$ cat config.mk
export PLATFORM = sky130hd
export DESIGN_NAME = matrix_mul_nxn_flat
export DESIGN_NICKNAME = d
export VERILOG_FILES = /design/src/rtl/matrix_mul_nxn_if.sv /design/src/rtl/matrix_mul_nxn.sv /design/src/flat_wrapper.sv
export SDC_FILE = /design/constraint.sdc
export NUM_CORES = 1
export LEC_CHECK = 0
export ABC_AREA = 1
export ABC_CLOCK_PERIOD_IN_PS = 21700
export BUFFER_PORTS_ARGS = -buffer_cell sky130_fd_sc_hd__buf_2
export CORE_MARGIN = 4
export CORE_UTILIZATION = 51
export CTS_CLUSTER_SIZE = 12
export DETAILED_ROUTE_END_ITERATION = 12
export PLACE_DENSITY = 0.77
export SLEW_MARGIN = 30
export SYNTH_ARGS = -nofsm -noshare
export SYNTH_HDL_FRONTEND = slang
export SYNTH_SLANG_ARGS = --single-unit
$ cat constraint.sdc
create_clock -name clk -period 21.7 [get_ports clk]
set_input_delay 4.34 -clock clk [delete_from_list [all_inputs] [get_ports clk]]
set_output_delay 4.34 -clock clk [all_outputs]
set_load 0.005 [all_outputs]
$ cat src/rtl/matrix_mul_nxn_if.sv
// Operand/result bus of the N x N sequential matrix multiplier.
// The master loads operands and pulses start; the slave returns C with busy/done.
interface matrix_mul_nxn_if #(
  parameter int N  = 4,
  parameter int DW = 8,
  parameter int CW = 2*DW + $clog2(N) + 1
);
  logic              start;
  logic              acc_mode;
  logic [N*N*DW-1:0] a_flat;
  logic [N*N*DW-1:0] b_flat;
  logic [N*N*CW-1:0] c_flat;
  logic              busy;
  logic              done;

  modport master (
    output start, acc_mode, a_flat, b_flat,
    input  c_flat, busy, done
  );

  modport slave (
    input  start, acc_mode, a_flat, b_flat,
    output c_flat, busy, done
  );
endinterface

$ cat src/rtl/matrix_mul_nxn.sv
// Sequential N x N signed matrix multiplier: one time-shared MAC, row-major
// result write-back, optional accumulate into the previous C.
module matrix_mul_nxn #(
  parameter int N  = 4,
  parameter int DW = 8,
  parameter int CW = 2*DW + $clog2(N) + 1
) (
  input  logic            clk,
  input  logic            rst,
  matrix_mul_nxn_if.slave bus
);
  localparam int IW = $clog2(N);
  localparam int AW = $clog2(N*N);

  typedef enum logic [1:0] {
    S_IDLE = 2'd0,
    S_RUN  = 2'd1,
    S_DONE = 2'd2
  } state_t;

  state_t r_state, w_next;

  logic [N*N-1:0][DW-1:0] r_a;
  logic [N*N-1:0][DW-1:0] r_b;
  logic [N*N-1:0][CW-1:0] r_c;
  logic                   r_acc;
  logic [IW-1:0]          r_i, r_j, r_k;
  logic signed [CW-1:0]   r_sum;

  logic [AW-1:0]          w_aidx, w_bidx, w_cidx;
  logic signed [CW-1:0]   w_a, w_b, w_sum_next;
  logic                   w_klast, w_jlast, w_ilast;

  always_comb begin
    w_aidx     = AW'(r_i) * AW'(N) + AW'(r_k);
    w_bidx     = AW'(r_k) * AW'(N) + AW'(r_j);
    w_cidx     = AW'(r_i) * AW'(N) + AW'(r_j);
    w_a        = CW'($signed(r_a[w_aidx]));
    w_b        = CW'($signed(r_b[w_bidx]));
    w_sum_next = r_sum + w_a * w_b;
    w_klast    = (r_k == IW'(N-1));
    w_jlast    = (r_j == IW'(N-1));
    w_ilast    = (r_i == IW'(N-1));
  end

  always_ff @(posedge clk or posedge rst) begin
    if (rst) r_state <= S_IDLE;
    else     r_state <= w_next;
  end

  always_comb begin
    w_next = r_state;
    case (r_state)
      S_IDLE:  if (bus.start) w_next = S_RUN;
      S_RUN:   if (w_klast && w_jlast && w_ilast) w_next = S_DONE;
      S_DONE:  w_next = S_IDLE;
      default: w_next = S_IDLE;
    endcase
  end

  always_ff @(posedge clk or posedge rst) begin
    if (rst) begin
      r_a   <= '0;
      r_b   <= '0;
      r_c   <= '0;
      r_acc <= 1'b0;
      r_i   <= '0;
      r_j   <= '0;
      r_k   <= '0;
      r_sum <= '0;
    end else begin
      case (r_state)
        S_IDLE: begin
          if (bus.start) begin
            r_a   <= bus.a_flat;
            r_b   <= bus.b_flat;
            r_acc <= bus.acc_mode;
            r_i   <= '0;
            r_j   <= '0;
            r_k   <= '0;
            r_sum <= '0;
          end
        end
        S_RUN: begin
          if (!w_klast) begin
            r_sum <= w_sum_next;
            r_k   <= r_k + IW'(1);
          end else begin
            // Dot product complete: commit C[i][j] and step to the next element.
            r_c[w_cidx] <= r_acc ? (r_c[w_cidx] + w_sum_next) : w_sum_next;
            r_sum <= '0;
            r_k   <= '0;
            if (w_jlast) begin
              r_j <= '0;
              r_i <= w_ilast ? '0 : r_i + IW'(1);
            end else begin
              r_j <= r_j + IW'(1);
            end
          end
        end
        default: ;
      endcase
    end
  end

  assign bus.c_flat = r_c;
  assign bus.busy   = (r_state == S_RUN);
  assign bus.done   = (r_state == S_DONE);
endmodule

$ cat src/flat_wrapper.sv
// flat-port wrapper written by rule: the top's interface ports become plain ports
module matrix_mul_nxn_flat 
#(
  parameter int N  = 4,
  parameter int DW = 8,
  parameter int CW = 2*DW + $clog2(N) + 1
)
  (clk, rst, bus_start, bus_acc_mode, bus_a_flat, bus_b_flat, bus_c_flat, bus_busy, bus_done);
  matrix_mul_nxn_if #(.N(N), .DW(DW), .CW(CW)) bus_i ();
  input  logic clk;
  input  logic rst;
  input wire logic [$bits(bus_i.start)-1:0] bus_start;
  input wire logic [$bits(bus_i.acc_mode)-1:0] bus_acc_mode;
  input wire logic [$bits(bus_i.a_flat)-1:0] bus_a_flat;
  input wire logic [$bits(bus_i.b_flat)-1:0] bus_b_flat;
  output wire logic [$bits(bus_i.c_flat)-1:0] bus_c_flat;
  output wire logic [$bits(bus_i.busy)-1:0] bus_busy;
  output wire logic [$bits(bus_i.done)-1:0] bus_done;
  assign bus_i.start = bus_start;
  assign bus_i.acc_mode = bus_acc_mode;
  assign bus_i.a_flat = bus_a_flat;
  assign bus_i.b_flat = bus_b_flat;
  assign bus_c_flat = bus_i.c_flat;
  assign bus_busy = bus_i.busy;
  assign bus_done = bus_i.done;
  matrix_mul_nxn #(.N(N), .DW(DW), .CW(CW)) u_core (.clk(clk), .rst(rst), .bus(bus_i));
endmodule
==> results.cfg, run 1 <==
[setup_path]
path_delay_family = adder cells
critPathMaxStageDelay_ns = 0.69
cpMaxStageDelayCell = buf_4
crit_buf_inv = 9
r2r_cells = 36
crit_fanout = 69
cpMostUsedCell = inv_1
crit_arrival_ns = 10.00
start_kind = flop
worstSetupPathDepth = 36
crit_type = flop to flop
cp-end-kind = flop
required_ns = 22.16

[detailed_routing]
dr_total_vias = 28562
antenna_left = 0
totalWireLength_mm = 110
viasPerCell = 5.90
routedWlPerCell_um = 22.8
drc = 0
dr.first_iter.drc_count = 3217
drtPass1Iterations = 6

[die]
rows = 90
die_h_um = 256
dieArea_um2 = 65600
initial_core_util_pct = 51.8
ios = 566
coreArea_um2 = 60700
die_x_um = 256

[place]
hpwl_mm = 77.3
io_buffers = 565
place.gp.congestion = 0.953

[global_routing]
antenna_found_initial = 33
grt_pass1_vias = 27113
overflow = 0
grt_pass1_wl_mm = 164
track_usage_pct = 32.0
grt_max_degree = 182

[synthesis]
synth_cell_type_count = 50
yosys_warnings = 0
avgSynthCellArea_um2 = 8.90
synth_top_area_share_pct = 46.8
synth.largest_area_cell = dfrtp_1
yosysSeqAreaShare_pct = 46.8
ys_ff_latch = 588
syn-num-nets = 3921
syn-instance-count = 3531
syn_area_um2 = 31400
synth_edf_count = 0
ys.flop_type = dfrtp_1
synth-async-reset-ratio_pct = 100
yosysMostFrequentCell = nand2_1
yosys-top-cells-count = 729 x nand2_1, 588 x dfrtp_1, 479 x o21ai_0
synthTopCellsByArea = dfrtp_1 47%, mux2_2 8.9%, nand2_1 8.7%

[finish]
finish.utilization_pct = 60.8
drive_above_1_share_pct = 25.1
syn2layout_area_growth_pct = 17.5
num-nets-final = 4372

[pwr]
ir_worst_vdd_mv = 0.0637
p_per_area_nw_per_um2 = 61.8
p_leak_nw = 19.9

[flow_run]
cap_violations = 0

[timing]
period_share_pct = 44.0
drv_slew = 0
fmax_mhz = 105
min_period_ns = 9.54
fin_setup_tns_ns = 0
maxSlewHeadroom_pct = 28.3
worstMarginPinSlew_ns = 1.08
setup_viol = 0
skew_ns = 0.0310
rsz0062_at_grt = false
report.final.hold_viol_count = 0

[clocking]
clockRootBuffer = clkbuf_16
ctsResizeCount = 0
postCtsSetupRepairBufs = 0
clock-sinks = 588
clock_path_buffers = 3
insertion_delay_ns = 0.63
cts_tree = done
clkTransAtPathRegs_ns = 0.06
cts_buffers = 66
cts_hold_buf = 0
htreeDepth = 3

[run_status]
status = complete, no violations

[hold_path]
min_path_type = flop to flop
holdPathStages = 2
cells in the final DEF, fill, tap and decap left out, drive strengths merged, types with 14 or more instances in the layout:
master	count
a21oi	85
buf	608
clkbuf	97
clkinv	15
dfrtp	588
diode	31
fa	57
ha	73
inv	279
mux2	247
nand2	735
nand3	202
nor2	292
o211ai	34
o21ai	518
o221ai	82
o22ai	35
xor2	14
layout make-up:
type	instances	area [µm²]
antenna	31	77.6
clock buffer	97	1930
clock inverter	14	243
fill	5147	23800
inverter	285	1080
multi-input combinational	2433	14700
sequential	588	14700
tap	782	978
timing repair buffer	608	3220
registers in the layout, indices dropped and copies added (netlist names):
name               cells
u_core.bus.c_flat    304
u_core.r_a           128
u_core.r_acc           1
u_core.r_b           128
u_core.r_i             2
u_core.r_j             2
u_core.r_k             2
u_core.r_state         2
u_core.r_sum          19
cells by family (layout without fill, tap and decap cells):
family / count (synthesis) / count (layout) / synth area share (%)
compound gates: 782 / 782 / 14.4
flops: 588 / 588 / 46.8
simple gates: 1248 / 1248 / 16.0
mux: 247 / 247 / 8.85
other cells: 0 / 31 / 0
buf+inv: 510 / 1004 / 6.62
xor+xnor: 26 / 26 / 0.725
fa+ha+maj: 130 / 130 / 6.54
worst reg2reg max path, delay by kind of cell, from the launching register on:
kind                     cells  cell delay, ns
AO/OA/AOI/OAI               12            2.24
XOR/XNOR                     2            0.36
buffers and inverters        9            1.53
flip-flops                   1            0.64
adder cells (fa/ha/maj)      7            3.02
AND/OR/NAND/NOR              6            1.58
per-stage QoR:
stage               setup WS [ns]  std cells  area, µm²  hold WS, ns  power (mW)
CTS                         12.28       4806      36800        0.496        2.29
global placement            12.49       4694      34600        0.471        1.17
finish                      12.16       4838      36900        0.498        2.28
global route                11.51       4838      36900        0.517        2.34
floorplan                   0.905       3531      31400        0.474        1.13
detailed placement          12.36       4695      34600        0.479        1.17
power by group:
part | internal (mW) | switching, mW | leakage, nW
clock network | 0.657 | 0.479 | 1.05
registers | 1.10 | 0 | 8.06
logic | 0.0181 | 0.0317 | 10.8
path summary, 6_finish.rpt:
kind | startpoint | to | slack, ns
max | u_core.r_j[1]$_DFFE_PP0P_ | u_core.bus.c_flat[33]$_DFFE_PP0P_ | 12.16
min | u_core.bus.c_flat[114]$_DFFE_PP0P_ | u_core.bus.c_flat[114]$_DFFE_PP0P_ | 0.50
max reg2reg | u_core.r_j[1]$_DFFE_PP0P_ | u_core.bus.c_flat[33]$_DFFE_PP0P_ | 12.16
min reg2reg | u_core.bus.c_flat[114]$_DFFE_PP0P_ | u_core.bus.c_flat[114]$_DFFE_PP0P_ | 0.50
max in group asynchronous | rst | u_core.r_b[13]$_DFFE_PP0P_ | 15.88
min in group asynchronous | rst | u_core.bus.c_flat[273]$_DFFE_PP0P_ | 3.86
per-layer routing:
metal | global-route usage, % | routed length [µm] | vias up
li1 | - | - | 12763
met1 | 42.4 | 42700 | 13949
met2 | 48.3 | 50400 | 1553
met3 | 8.09 | 10700 | 295
met4 | 17.8 | 6480 | 2
met5 | 0 | 7 | -
(Power assumes the default switching activity.)
==> inputs of run 2 (changes only) <==
--- a/config.mk
+++ b/config.mk
@@ -5,8 +5,8 @@
 export SDC_FILE = /design/constraint.sdc
 export NUM_CORES = 1
 export LEC_CHECK = 0
-export ABC_AREA = 1
-export ABC_CLOCK_PERIOD_IN_PS = 21700
+export ABC_AREA = 0
+export ABC_CLOCK_PERIOD_IN_PS = 8000
 export BUFFER_PORTS_ARGS = -buffer_cell sky130_fd_sc_hd__buf_2
 export CORE_MARGIN = 4
 export CORE_UTILIZATION = 51
==> constraint.sdc (replaced) <==
create_clock -name clk -period 8 [get_ports clk]
set_input_delay 1.6 -clock clk [delete_from_list [all_inputs] [get_ports clk]]
set_output_delay 1.6 -clock clk [all_outputs]
set_load 0.005 [all_outputs]
==> run 2 against run 1 <==
  * The flow now finishes with violations (negative setup slack)
  * Via count is 8.0% lower
  * Setup slack worse by 13 ns
  * Critical endpoint is now u_core.bus.c_flat[131]$_DFFE_PP0P_
  * First-iteration DRC count is 17% lower
  * Area after synthesis is 2.5% lower
  * Hold slack worse by 0.028 ns
  * Global-route usage is 0.91 points lower
  * Critical path depth is 4 higher
  * Largest cell class is now multi-input gates
==> results.cfg, run 2 <==
[die]
die_h_um = 253
ios = 566
initial_core_util_pct = 51.7
coreArea_um2 = 59200
rows = 89
dieArea_um2 = 64100
die_x_um = 253

[finish]
final_cell_mix = 1093 x nand2_1, 582 x dfrtp_1, 565 x buf_2
multi_input_area_um2 = 15000
drive_above_1_share_pct = 30.4
largest_register_ffs = 304
regArea_um2 = 14700
layout.cells.non_filler = 4519
mostFrequentLayoutCell = nand2_1
num-nets-final = 4098
fillers = 4625
syn2layout_area_growth_pct = 23.3
fin_area_um2 = 37800

[global_routing]
overflow = 0
track_usage_pct = 31.1
grt_pass1_wl_mm = 153
antenna_found_initial = 4
grt_max_degree = 259
grt_pass1_vias = 26173

[setup_path]
critPathMaxStageDelay_ns = 0.56
rrSetupSlack_ns = -0.42
path_delay_family = adder cells
crit_type = flop to flop
required_ns = 8.51
crit_fanout = 8
crit_arrival_ns = 8.94
start_kind = flop
r2r-start = u_core.r_j[0]$_DFFE_PP0P_
cp-end-kind = flop
cpMaxStageDelayCell = mux4_2
r2r_cells = 40
worstReg2RegEnd = u_core.bus.c_flat[131]$_DFFE_PP0P_
crit_start = u_core.r_j[0]$_DFFE_PP0P_
crit_buf_inv = 11

[pwr]
ir_worst_vdd_mv = 0.184
p_int_mw = 4.54
swShare_pct = 22.1
p_sw_mw = 1.29
p_comb_share_pct = 2.4
p_leak_nw = 19.6
p_seq_share_pct = 51.0
p_per_area_nw_per_um2 = 154
p_clk_share_pct = 46.6

[synthesis]
yosys-top-cells-count = 1094 x nand2_1, 588 x dfrtp_1, 239 x o21ai_0
synthSimpleGateAreaFrac_pct = 17.9
synth_fa_ha_area_share_pct = 6.78
synth_top_area_share_pct = 48.0
yosysSeqAreaShare_pct = 48.0
synthMuxAreaShare_pct = 13.2
ys.flop_type = dfrtp_1
syn-instance-count = 3085
ys_ff_latch = 588
synth-async-reset-ratio_pct = 100
synth_cell_type_count = 56
syn_area_um2 = 30600
synth.largest_area_cell = dfrtp_1
synth_edf_count = 0
yosysMostFrequentCell = nand2_1
synthTopCellsByArea = dfrtp_1 48%, nand2_1 13%, mux4_2 13%
syn-num-nets = 3475
synth_xor_xnor_area_share_pct = 1.50
avgSynthCellArea_um2 = 9.93
synth_compound_area_share_pct = 8.45
synth_top_family_by_area = simple AND/OR/NAND/NOR gates
yosys_warnings = 0

[timing]
period_share_pct = 105
skew_ns = 0.0517
fin_setup_tns_ns = -13.98
min_period_ns = 8.42
drv_slew = 0
worstMarginPinSlew_ns = 1.02
maxSlewHeadroom_pct = 31.5
rsz0062_at_grt = true
setup_viol = 80
setup_ws_ns = -0.423
report.final.hold_viol_count = 0
fmax_mhz = 119

[clocking]
insertion_delay_ns = 0.66
cts_buffers = 60
clkTransAtPathRegs_ns = 0.06
clock_path_buffers = 3
htreeDepth = 2
clock-sinks = 588
cts_tree = done
clockRootBuffer = clkbuf_16
cts_hold_buf = 0

[flow_run]
cap_violations = 0

[hold_path]
hold_path.startpoint = u_core.r_a[90]$_DFFE_PP0P_
holdPathEnd = u_core.r_a[90]$_DFFE_PP0P_
holdPathStages = 2
min_path_type = flop to flop

[detailed_routing]
drc = 0
dr.first_iter.drc_count = 2657
dr_total_vias = 26265
routedWlPerCell_um = 22.4
drtPass1Iterations = 6
totalWireLength_mm = 101
antenna_left = 0
viasPerCell = 5.81

[place]
hpwl_mm = 72.1
place.gp.congestion = 0.935
io_buffers = 565
placed_cell_area_um2 = 35200
place_inst = 4390

[run_status]
violations = negative setup slack
status = complete, but fails checks
-- run 2: cells by family after synthesis --
logic type | Yosys count
flops | 588
fa+ha+maj | 132
mux | 188
buf+inv | 314
compound gates | 462
xor+xnor | 48
simple gates | 1353
-- run 2: tightest hold or removal path: cells and delay by family, from the launching register on --
family,cells,cell delay [ns]
flops,1,0.34
simple gates,2,0.10
-- run 2: layout make-up --
type,instances,share of cell area (%)
clock buffers,86,4.55
well taps,773,2.56
clock inverters,11,0.381
repair buffers,780,12.7
diodes,3,0.0199
inverters,95,0.954
multi-input cells,2183,39.8
flip-flops and latches,588,39.0
-- run 2: routing by layer --
metal | up-vias | share of wire [%] | track usage, %
li1 | 11631 | - | -
met5 | - | 0.026 | 0
met2 | 1357 | 47 | 48.5
met1 | 12952 | 37 | 41.2
met4 | 4 | 6.3 | 16.6
met3 | 321 | 9.5 | 6.84
-- run 2: metrics by stage --
stage	setup slack [ns]	hold slack, ns	power [mW]	utilization, %
final	-0.423	0.470	5.83	63.8
after global routing	-0.758	0.491	5.98	63.8
after CTS	-0.381	0.472	5.85	63.3
after detailed placement	-0.547	0.457	3.17	59.4
after global placement	-0.408	0.455	3.17	59.4
after floorplan	-1.62	0.440	3.08	-
-- run 2: worst max path at each step --
stage	cells past startpoint	to	slack, ns
finish	40	u_core.bus.c_flat[131]$_DFFE_PP0P_	-0.42
global route	40	u_core.bus.c_flat[283]$_DFFE_PP0P_	-0.76
CTS	36	u_core.bus.c_flat[302]$_DFFE_PP0P_	-0.38
detailed placement	38	u_core.bus.c_flat[112]$_DFFE_PP0P_	-0.55
global placement	37	u_core.bus.c_flat[112]$_DFFE_PP0P_	-0.41
floorplan	1	u_core.bus.c_flat[0]$_DFFE_PP0P_	-1.62
-- run 2: repair_timing --
action | in CTS | in global routing
buffers inserted | 20 | 5
endpoints found under the setup margin | 112 | 115
pin swaps | 34 | 26
gates cloned | 2 | 0
gates resized for setup | 58 | 43
-- run 2: power by group through the flow --
stage                     Combinational [mW]  Sequential, mW  Clock (mW)
final                                  0.140            2.97        2.71
after CTS                              0.142            2.97        2.74
after detailed placement               0.141            3.03           0
after global placement                 0.141            3.03           0
after global routing                   0.156            2.97        2.86
after floorplan                       0.0447            3.03           0
